## src/rtl/branch_resolve_unit_pkg.sv

```systemverilog
// Shared definitions for the branch resolve unit.
// - Default widths/depth used as parameter defaults by the top level.
// - Recovery FSM state encoding.
package branch_resolve_unit_pkg;

  localparam int PC_W_DEF  = 32;
  localparam int IDX_W_DEF = 5;
  localparam int DEPTH_DEF = 4;
  localparam int CNT_W_DEF = 16;

  // state      | meaning
  // ST_NORMAL  | accepting predictions, resolving the oldest in-flight branch
  // ST_RECOVER | one-cycle flush after a mispredict; fetch and resolve stalled
  typedef enum logic {
    ST_NORMAL  = 1'b0,
    ST_RECOVER = 1'b1
  } bru_state_e;

  // Packed entry layout is {pc, taken, target}.
  function automatic int entry_w(input int pc_w);
    return 2 * pc_w + 1;
  endfunction

endpackage

```

## src/rtl/branch_tag_fifo.sv

```systemverilog
// In-order queue of in-flight predicted branches.
// Ports:
//   clk, arst       clock, async active-high reset
//   push, pop       enqueue wr_data / drop the head entry
//   clear           empty the queue (wins over push)
//   wr_data         entry to enqueue
//   rd_data         current head entry (meaningful only when count != 0)
//   count           current occupancy
module branch_tag_fifo #(
  parameter int DEPTH = 4,
  parameter int WIDTH = 65
) (
  input  logic                       clk,
  input  logic                       arst,
  input  logic                       push,
  input  logic                       pop,
  input  logic                       clear,
  input  logic [WIDTH-1:0]           wr_data,
  output logic [WIDTH-1:0]           rd_data,
  output logic [$clog2(DEPTH+1)-1:0] count
);

  localparam int PW = $clog2(DEPTH);
  localparam int CW = $clog2(DEPTH+1);

  logic [WIDTH-1:0] r_mem [DEPTH];
  logic [PW-1:0]    r_wr_ptr;
  logic [PW-1:0]    r_rd_ptr;
  logic [CW-1:0]    r_count;

  // DEPTH is a power of two, so natural pointer overflow wraps correctly.
  always_ff @(posedge clk or posedge arst) begin
    if (arst) begin
      r_wr_ptr <= '0;
      r_rd_ptr <= '0;
      r_count  <= '0;
    end else if (clear) begin
      r_wr_ptr <= '0;
      r_rd_ptr <= '0;
      r_count  <= '0;
    end else begin
      if (push) r_wr_ptr <= r_wr_ptr + 1'b1;
      if (pop)  r_rd_ptr <= r_rd_ptr + 1'b1;
      case ({push, pop})
        2'b10:   r_count <= r_count + 1'b1;
        2'b01:   r_count <= r_count - 1'b1;
        default: r_count <= r_count;
      endcase
    end
  end

  // Storage needs no reset: occupancy decides what is valid.
  always_ff @(posedge clk) begin
    if (push && !clear) r_mem[r_wr_ptr] <= wr_data;
  end

  assign rd_data = r_mem[r_rd_ptr];
  assign count   = r_count;

endmodule

```

## src/rtl/branch_resolve_unit.sv

```systemverilog
// Execute-side branch resolution: tracks predicted branches in order,
// compares each against its resolved outcome, drives the BHT update and
// raises flush/redirect on a mispredict.
// Ports:
//   clk, arst                 clock, async active-high reset
//   pred_*                    prediction from fetch (pred_ready is combinational)
//   res_*                     resolution of the oldest in-flight branch
//   upd_en/addr/taken         registered BHT write, one cycle after res_valid
//   flush, redirect_pc        kill younger work and refetch
//   inflight                  queue occupancy
//   branch_cnt, mispred_cnt   saturating statistics
//   underflow_err             sticky: resolve seen with nothing in flight
module branch_resolve_unit
  import branch_resolve_unit_pkg::*;
#(
  parameter int PC_W  = PC_W_DEF,
  parameter int IDX_W = IDX_W_DEF,
  parameter int DEPTH = DEPTH_DEF,
  parameter int CNT_W = CNT_W_DEF
) (
  input  logic                       clk,
  input  logic                       arst,
  input  logic                       pred_valid,
  input  logic [PC_W-1:0]            pred_pc,
  input  logic                       pred_taken,
  input  logic [PC_W-1:0]            pred_target,
  output logic                       pred_ready,
  input  logic                       res_valid,
  input  logic                       res_taken,
  input  logic [PC_W-1:0]            res_target,
  output logic                       upd_en,
  output logic [IDX_W-1:0]           upd_addr,
  output logic                       upd_taken,
  output logic                       flush,
  output logic [PC_W-1:0]            redirect_pc,
  output logic [$clog2(DEPTH+1)-1:0] inflight,
  output logic [CNT_W-1:0]           branch_cnt,
  output logic [CNT_W-1:0]           mispred_cnt,
  output logic                       underflow_err
);

  localparam int CW = $clog2(DEPTH+1);
  localparam int EW = entry_w(PC_W);
  localparam logic [CW-1:0] DEPTH_C = CW'(DEPTH);

  bru_state_e r_state;
  bru_state_e w_state_nxt;

  logic [EW-1:0]    w_head;
  logic [PC_W-1:0]  w_head_pc;
  logic             w_head_taken;
  logic [PC_W-1:0]  w_head_tgt;
  logic             w_resolve;
  logic             w_mispred;
  logic             w_underflow;
  logic             w_push;

  logic             r_upd_en;
  logic [IDX_W-1:0] r_upd_addr;
  logic             r_upd_taken;
  logic [PC_W-1:0]  r_redirect_pc;
  logic [CNT_W-1:0] r_branch_cnt;
  logic [CNT_W-1:0] r_mispred_cnt;
  logic             r_underflow_err;

  branch_tag_fifo #(
    .DEPTH (DEPTH),
    .WIDTH (EW)
  ) u_fifo (
    .clk     (clk),
    .arst    (arst),
    .push    (w_push),
    .pop     (w_resolve),
    .clear   (w_mispred),
    .wr_data ({pred_pc, pred_taken, pred_target}),
    .rd_data (w_head),
    .count   (inflight)
  );

  assign w_head_pc    = w_head[EW-1 -: PC_W];
  assign w_head_taken = w_head[PC_W];
  assign w_head_tgt   = w_head[PC_W-1:0];

  // Ready deliberately ignores a same-cycle pop to keep the fetch path short.
  assign pred_ready = (r_state == ST_NORMAL) && (inflight < DEPTH_C);

  // A push racing a mispredict is wrong-path and gets dropped with the rest.
  assign w_push = pred_valid && pred_ready && !w_mispred;

  always_ff @(posedge clk or posedge arst) begin
    if (arst) r_state <= ST_NORMAL;
    else      r_state <= w_state_nxt;
  end

  always_comb begin
    w_state_nxt = r_state;
    w_resolve   = 1'b0;
    w_mispred   = 1'b0;
    w_underflow = 1'b0;
    case (r_state)
      ST_NORMAL: begin
        w_resolve   = res_valid && (inflight != '0);
        w_underflow = res_valid && (inflight == '0);
        w_mispred   = w_resolve &&
                      ((res_taken != w_head_taken) ||
                       (res_taken && (res_target != w_head_tgt)));
        if (w_mispred) w_state_nxt = ST_RECOVER;
      end
      ST_RECOVER: w_state_nxt = ST_NORMAL;
      default:    w_state_nxt = ST_NORMAL;
    endcase
  end

  always_ff @(posedge clk or posedge arst) begin
    if (arst) begin
      r_upd_en        <= 1'b0;
      r_upd_addr      <= '0;
      r_upd_taken     <= 1'b0;
      r_redirect_pc   <= '0;
      r_branch_cnt    <= '0;
      r_mispred_cnt   <= '0;
      r_underflow_err <= 1'b0;
    end else begin
      r_upd_en <= w_resolve;
      if (w_resolve) begin
        r_upd_addr  <= w_head_pc[IDX_W+1:2];
        r_upd_taken <= res_taken;
        if (r_branch_cnt != '1) r_branch_cnt <= r_branch_cnt + 1'b1;
      end
      if (w_mispred) begin
        r_redirect_pc <= res_taken ? res_target : (w_head_pc + PC_W'(4));
        if (r_mispred_cnt != '1) r_mispred_cnt <= r_mispred_cnt + 1'b1;
      end
      if (w_underflow) r_underflow_err <= 1'b1;
    end
  end

  assign upd_en        = r_upd_en;
  assign upd_addr      = r_upd_addr;
  assign upd_taken     = r_upd_taken;
  assign flush         = (r_state == ST_RECOVER);
  assign redirect_pc   = r_redirect_pc;
  assign branch_cnt    = r_branch_cnt;
  assign mispred_cnt   = r_mispred_cnt;
  assign underflow_err = r_underflow_err;

endmodule
```

## config.mk

```make
export PLATFORM = sky130hd
export DESIGN_NAME = branch_resolve_unit
export DESIGN_NICKNAME = d
export VERILOG_FILES = /design/src/rtl/branch_resolve_unit_pkg.sv /design/src/rtl/branch_tag_fifo.sv /design/src/rtl/branch_resolve_unit.sv
export SDC_FILE = /design/constraint.sdc
export NUM_CORES = 1
export LEC_CHECK = 0
export CORE_UTILIZATION = 45
export CTS_CLUSTER_DIAMETER = 120
export DETAILED_ROUTE_END_ITERATION = 10
export PLACE_DENSITY = 0.67
export SKIP_LAST_GASP = 1
export SYNTH_ARGS = -nofsm -noshare
export SYNTH_HDL_FRONTEND = slang
export SYNTH_SLANG_ARGS = --single-unit
```

## constraint.sdc

```tcl
create_clock -name clk -period 4.8 [get_ports clk]
set_input_delay 0.72 -clock clk [delete_from_list [all_inputs] [get_ports clk]]
set_output_delay 0.72 -clock clk [all_outputs]
set_load 0.02 [all_outputs]
```

==> summary.md, run 1 <==
| Metric | Value |
|---|---|
| Status | `completed` |
| Worst hold stages | `1` |
| Drt drc | `0` |
| Synth cell types | `59` |
| Hold path endpoint | `underflow_err$_DFFE_PP0P_` |
| Hold Vio Cnt, Final | `0` |
| Area leader, netlist | `edfxtp_1` |
| Pwr/cell area | `565.5 mW/mm^2` |
| Period utilisation layout | `83.47%` |
| ANT cells | `0` |
| Final global-route overflow total | `0` |
| Min Tclk post-route | `roughly 4000 ps` |
| CTS resizes | `0` |
| Syn. warnings | `0` |
| Fmax | `~250 MHz` |
| Worst r2r path cells | `14` |
| Worst hold path class | `flip-flop to flip-flop` |
| TritonCTS clock tree | `yes` |
| Critical path type | `flip-flop to flip-flop` |
| 1st-pass router iterations | `5` |
| Clock transition at path regs | `60 ps` |
| Top cells by area in the synthesized netlist | `edfxtp_1 (55%), dfrtp_1 (14%), mux4_2 (7.1%), xnor2_1 (3.5%), mux4_1 (2.0%)` |
| RSZ-0062 raised after global routing | `no` |
| Number of enable flip-flop cells after synthesis | `260` |
| FF-to-FF setup slack | `790 ps` |
| H-Tree Depth | `2` |
| Fill cells | `2411` |
| Number of DRC violations after detailed-routing iteration 0 | `518` |
| Final total power | `0.01007 W` |
| Reg-to-reg endpoint | `u_fifo.count[2]$_DFFE_PP0P_` |
| Vias in the first global route | `about 8000` |
| Post-synthesis sequential area ratio | `68.52%` |
| TNS Setup | `0 ps` |
| Syn_nets | `~970` |
| Port buffer count | `178` |
| Worst endpoint required time | `5200 ps` |
| Post-DR wirelength/cell | `21.71 microns` |
| Post-CTS Setup Bufs | `0` |
| Maxcap violations | `0` |
| Post-DRT Antenna Nets | `0` |
| Predominant post-synthesis flop cell | `edfxtp_1` |
| Core ar. | `0.03091 sq mm` |
| Via count | `8138` |
| Die X-Extent | `180.4 microns` |
| Worst setup SP type | `flip-flop` |
| Total Nets Final | `about 1200` |
| Worst Setup End Kind | `flip-flop` |
| P&R area growth vs syn | `24.39%` |
| Die Y-Extent | `180.4 microns` |
| Most instantiated cells after synthesis | `edfxtp_1 (260), dfrtp_1 (80), nand2_1 (62), xnor2_1 (58), mux4_2 (45)` |
| TritonCTS Sinks | `between 300 and 400` |
| Die area | `0.03253 sq mm` |
| Dpl cell area | `~0.017 sq mm` |
| Cell area after layout | `0.01781 sq mm` |
| Worst-skew pair later-pin latency | `520 ps` |
| FFs w/ async S/R, synth | `23.53%` |
| GR Util All Layers | `20.20%` |
| Syn_area_per_cell | `16.63 sq um` |
| Most frequent cell after synthesis | `edfxtp_1` |
| Mapped Area | `0.01432 sq mm` |
| Routed wire length | `around 32000 microns` |
| Yosys top cell area share | `54.54%` |
| Initial core utilization | `46.32%` |
| Seq cells post-synth | `340` |
| Hpwl dp | `about 22000 microns` |
| CP arrival | `4400 ps` |
| Slew Viols, Final | `0` |
| Leak | `6.294 nW` |
| Largest net degree at the start of global routing | `71` |
| Max-slew headroom | `between 30% and 40%` |
| Final core area utilization | `57.61%` |
| Rows | `64` |
| Share of layout cells above drive strength 1 | `15.01%` |
| Maximum vdd drop | `0.3155 mV` |
| Clk buf depth | `3` |
| CTS buffer count | `37` |
| WHS | `472.9 ps` |
| R2R Path Start | `u_fifo.r_rd_ptr[0]$_DFFE_PP0P_` |
| Hold path start | `underflow_err$_DFFE_PP0P_` |
| Final setup viols | `0` |
| Clock root cell | `clkbuf_16` |
| Cells after Synth | `between 800 and 900` |
| Drt via density | `5.491` |
| RD Place Congestion | `around 0.84` |
| Fin Clk Skew | `17.42 ps` |
| # IOs | `179` |
| First-pass GRT wire length | `49220 microns` |
| Max FO, Critical Path | `46` |
| CTS Hold Buffers Added | `0` |
| Slew @ Worst Pin | `964.6 ps` |
| Initial antenna violation count | `0` |
-- per-layer routing --
layer  up-vias  global-route usage [%]  wire (microns)
met2       286                   33.35           15630
met1      4098                   27.48           13720
met3        51                   3.597            2062
li1       3703                       -               -
met4         0                   5.949             768
met5         -                       0               0
-- sequential cells by signal, indices dropped and copies added (netlist names) --
| signal | cells |
|---|---|
| underflow_err | 1 |
| branch_cnt | 16 |
| redirect_pc | 32 |
| mispred_cnt | 16 |
| u_fifo.r_mem | 260 |
| upd_en | 1 |
| u_fifo.count | 3 |
| upd_addr | 5 |
| u_fifo.r_wr_ptr | 2 |
| flush | 1 |
| u_fifo.r_rd_ptr | 2 |
| upd_taken | 1 |
-- stage by stage --
stage	setup slack (ps)	std cells
finish	793.4	1482
global route	495.4	1482
CTS	740.4	1482
detailed placement	777.3	1416
global placement	797.7	1416
floorplan	433.5	861
-- final cells by class --
cell class	count	area (sq um)	share of cell area, %
inverter	17	65.06	0.3653
multi-input combinational	470	4203	23.60
clock buffer	52	1065	5.979
timing repair buffer	193	1964	11.03
tap	396	495.5	2.782
sequential	340	9817	55.13
clock inverter	14	198.9	1.117
-- worst max-delay path: stages (launching register included) --
cell and delay, ps:
dfrtp_4 930, mux4_2 600, xnor2_1 190, nand4_1 150, nor4bb_1 300, nand4_1 220, o21ai_4 210, and2b_1 200
inv_1 60, ha_1 210, fa_1 380, xnor2_1 130, nor2_1 120, xnor2_1 130, nor2_1 50
-- cells by family (layout without fill, tap and decap cells) --
kind of cell             Yosys count  in the layout  share of synthesized area, %
adder cells (fa/ha/maj)            9              9                        0.8390
flip-flops                       340            340                         68.52
AO/OA/AOI/OAI                     82             82                         3.356
AND/OR/NAND/NOR                  189            189                         6.957
XOR/XNOR                          84             84                         5.139
buffers and inverters             51            276                         2.194
multiplexers                     106            106                         13.00
-- cell usage in the layout, fill, tap and decap left out, types with 4 or more instances in the layout --
cell type        Yosys  final
clkbuf_16            0     39
o21ai_1              4      4
mux2i_1             24     24
edfxtp_1           260    260
nand4_1             15     15
and2_2               0      4
or3_1                5      5
clkdlybuf4s50_1      0    177
a21oi_1             26     26
nor3_1               6      6
clkbuf_8             0      4
nand3_1             12     12
clkinv_2             0      5
mux4_1              11     11
dfrtp_1             80     78
xor2_1              26     26
clkbuf_1            10      9
and3_1              12     12
xnor2_1             58     58
nor4_1               7      7
nor2_1              39     39
inv_1               15     14
ha_1                 8      8
bufinv_16            0      5
nor3b_1              5      4
buf_4                6      9
nand2_1             62     62
buf_12               2      6
mux2_2              22     22
o21ai_0             35     35
mux4_2              45     45
-- how the worst max path moves through the flow --
stage | startpoint | slack, ps | endpoint
after floorplan | u_fifo.r_rd_ptr[0]$_DFFE_PP0P_ | 430 | u_fifo.r_mem[0][0]$_DFFE_PP_
after global placement | u_fifo.r_rd_ptr[0]$_DFFE_PP0P_ | 800 | u_fifo.count[2]$_DFFE_PP0P_
after detailed placement | u_fifo.r_rd_ptr[0]$_DFFE_PP0P_ | 780 | u_fifo.count[2]$_DFFE_PP0P_
after CTS | u_fifo.r_rd_ptr[0]$_DFFE_PP0P_ | 740 | u_fifo.count[2]$_DFFE_PP0P_
after global routing | u_fifo.r_rd_ptr[0]$_DFFE_PP0P_ | 500 | u_fifo.count[2]$_DFFE_PP0P_
final | u_fifo.r_rd_ptr[0]$_DFFE_PP0P_ | 790 | u_fifo.count[2]$_DFFE_PP0P_
-- where the power goes --
part,switching (W),total [W],internal (W)
combinational,0.00160,0.00306,0.00146
sequential,0.000351,0.00410,0.00375
clock,0.00110,0.00291,0.00182
total,0.00304,0.0101,0.00703
No activity file was read; power rests on OpenSTA's default activity.
==> inputs of run 2 (changes only) <==
Settings changed: PLACE_DENSITY 0.67 to 0.69.
Clock period 4.8 ns to 3.5 ns, I/O delays scaled along.
==> run 2 against run 1 <==
The run now ends with negative setup slack left. Sequential power increased by 34%. Power is 41% higher. Routed wire length is 3.7% higher. Final area increased by 3.0%. Non-clock buffer count grew 47. Critical endpoint unchanged. Largest cell class unchanged.
==> summary.md, run 2 (synthesis gave the netlist of run 1 again) <==
| Metric | Value |
|---|---|
| Worst Setup End Kind | `flip-flop` |
| CP max stage delay | `500 ps` |
| Leak | `6.581 nW` |
| Initial core utilization | `46.32%` |
| 1st-pass router iterations | `5` |
| Fill cells | `between 2000 and 2500` |
| Hpwl dp | `23360 microns` |
| Maxcap violations | `0` |
| P&R area growth vs syn | `28.18%` |
| Hold Vio Cnt, Final | `0` |
| Max-slew headroom | `slightly above 50%` |
| Most flops, register | `u_fifo.r_mem` |
| Failing checks | `negative setup slack` |
| TritonCTS clock tree | `yes` |
| Critical-path cell list | `buf_12 > buf_12 > buf_6 > mux4_2 > o311a_1 > o311a_1 > o2111a_1 > nand4_1 > o21ai_4 > and2b_1 > inv_2 > ha_4 > fa_2 > xnor2_2 > nor2_1 > xnor2_1 > nor2_1` |
| Routed wire length | `33370 microns` |
| Critical path type | `flip-flop to flip-flop` |
| CTS Hold Buffers Added | `0` |
| Drt via density | `5.483` |
| ANT cells | `0` |
| Largest net degree at the start of global routing | `81` |
| Maximum vdd drop | `0.4368 mV` |
| H-Tree Depth | `2` |
| Drt drc | `0` |
| Initial antenna violation count | `0` |
| Die X-Extent | `180.4 microns` |
| Commonest non-fill, non-tap cell in the layout | `edfxtp_1` |
| FF+latch area | `0.009817 sq mm` |
| CTS buffer count | `37` |
| Rows | `64` |
| Pwr/cell area | `773.8 mW/mm^2` |
| Final global-route overflow total | `0` |
| # IOs | `roughly 180` |
| Port buffer count | `between 150 and 200` |
| RSZ-0062 raised after global routing | `yes` |
| Worst endpoint required time | `3910 ps` |
| GR Util All Layers | `21.04%` |
| Die area | `around 0.033 sq mm` |
| Final setup margin | `-16.99 ps` |
| Final setup viols | `5` |
| Vias in the first global route | `8544` |
| Clock transition at path regs | `60 ps` |
| Max FO, Critical Path | `8` |
| Reg-to-reg endpoint | `u_fifo.count[2]$_DFFE_PP0P_` |
| CP arrival | `3920 ps` |
| Slew Viols, Final | `0` |
| Period utilisation layout | `100.5%` |
| Final core area utilization | `between 50% and 60%` |
| Core ar. | `0.03091 sq mm` |
| Most frequent cells in the layout | `edfxtp_1 (260), clkdlybuf4s50_1 (177), dfrtp_1 (78)` |
| Share of layout cells above drive strength 1 | `between 10% and 20%` |
| Worst setup SP type | `flip-flop` |
| R2R Path Start | `u_fifo.r_rd_ptr[0]$_DFFE_PP0P_` |
| Dpl cell area | `0.01696 sq mm` |
| Slew @ Worst Pin | `732.2 ps` |
| Fin Clk Skew | `between 15 and 20 ps` |
| Clk buf depth | `3` |
| FF-to-FF setup slack | `-20 ps` |
| Total Nets Final | `1217` |
| Clock root cell | `clkbuf_16` |
| CP max stage cell | `dfrtp_4` |
| Multi-input logic area | `roughly 0.0042 sq mm` |
| Min Tclk post-route | `3517 ps` |
| CP top delay family | `compound AO/OA/AOI/OAI gates` |
| Cell area after layout | `0.01835 sq mm` |
| Worst Path Buf+Inv | `4` |
| First-pass GRT wire length | `between 50000 and 60000 microns` |
| TritonCTS Sinks | `340` |
| Status | `complete, but fails checks` |
| Worst r2r path cells | `17` |
| Max reg flops | `between 200 and 300` |
| Post-DR wirelength/cell | `21.79 microns` |
| Via count | `approximately 8400` |
| Fmax | `284.3 MHz` |
| RD Place Congestion | `~0.86` |
| Post-DRT Antenna Nets | `0` |
| Worst-skew pair later-pin latency | `520 ps` |
| Number of DRC violations after detailed-routing iteration 0 | `824` |
| Worst hold path class | `input port to asynchronous set/reset pin` |
| Die Y-Extent | `around 180 microns` |
| TNS Setup | `-50.75 ps` |
==> run 2: changes by cell type in the layout (fill, tap and decap cells not counted), sizes merged <==
cell    previous run  this run
buf               16        62
bufinv             5         4
clkbuf            52        47
clkinv             9        18
==> run 2: layout make-up <==
class | instances | area share, %
Clock buffer | 46 | 5.516
Clock inverter | 22 | 1.118
Inverter | 17 | 0.3546
Multi-Input combinational cell | 470 | 23.13
Sequential cell | 340 | 53.50
Tap cell | 396 | 2.700
Timing Repair Buffer | 240 | 13.68
==> run 2: how the worst max path moves through the flow <==
stage,from,end,slack (ps),cells past startpoint
after floorplan,u_fifo.r_rd_ptr[0]$_DFFE_PP0P_,u_fifo.r_mem[0][0]$_DFFE_PP_,-150,11
after global placement,u_fifo.r_rd_ptr[0]$_DFFE_PP0P_,u_fifo.count[2]$_DFFE_PP0P_,-110,15
after detailed placement,u_fifo.r_rd_ptr[0]$_DFFE_PP0P_,u_fifo.count[2]$_DFFE_PP0P_,-140,15
after CTS,u_fifo.r_rd_ptr[0]$_DFFE_PP0P_,u_fifo.count[2]$_DFFE_PP0P_,-40,17
after global routing,u_fifo.r_rd_ptr[0]$_DFFE_PP0P_,u_fifo.count[2]$_DFFE_PP0P_,-190,17
final,u_fifo.r_rd_ptr[0]$_DFFE_PP0P_,u_fifo.count[2]$_DFFE_PP0P_,-20,17
==> run 2: per-stage QoR <==
step           setup WS [ps]  power, W  instances  hold WS (ps)
2_1_floorplan         -148.7  0.008416        861         540.5
3_3_place_gp          -105.3   0.01016       1454         449.8
3_5_place_dp          -135.8   0.01024       1454         461.5
4_1_cts               -38.85   0.01429       1530         455.7
5_1_grt               -194.7   0.01488       1531         485.6
6_report              -16.99   0.01420       1531         435.2
==> run 2: worst min-delay path: cells and delay by family <==
family | cells | cell delay [ps]
buffers and inverters | 3 | 850
==> run 2: layer usage <==
layer,track usage [%],wire [microns],vias up
met3,3.618,2088,57
met5,0,0,-
met1,29.26,14440,4221
li1,-,-,3801
met2,34.19,16070,316
met4,5.983,767,0
==> run 2: where the power goes <==
part	internal, W	total [W]	leakage (nW)	switching, W
clock	0.00235	0.00388	0.606	0.00153
sequential	0.00514	0.00551	3.37	0.000373
combinational	0.00237	0.00481	2.61	0.00245
==> run 2: timing repair <==
| item | 4_1_cts | 5_1_grt |
|---|---|---|
| resized for setup | 15 | 7 |
| buffers inserted | 8 | 0 |
| cloned | 0 | 1 |
| endpoints found under the setup margin | 15 | 178 |
| pin swaps | 13 | 14 |
==> inputs of run 3 (changes only) <==
Settings changed: GPL_TIMING_DRIVEN from default to 1.
==> results of run 3 <==
Final layout, timing and power as in run 2 (identical DEF).
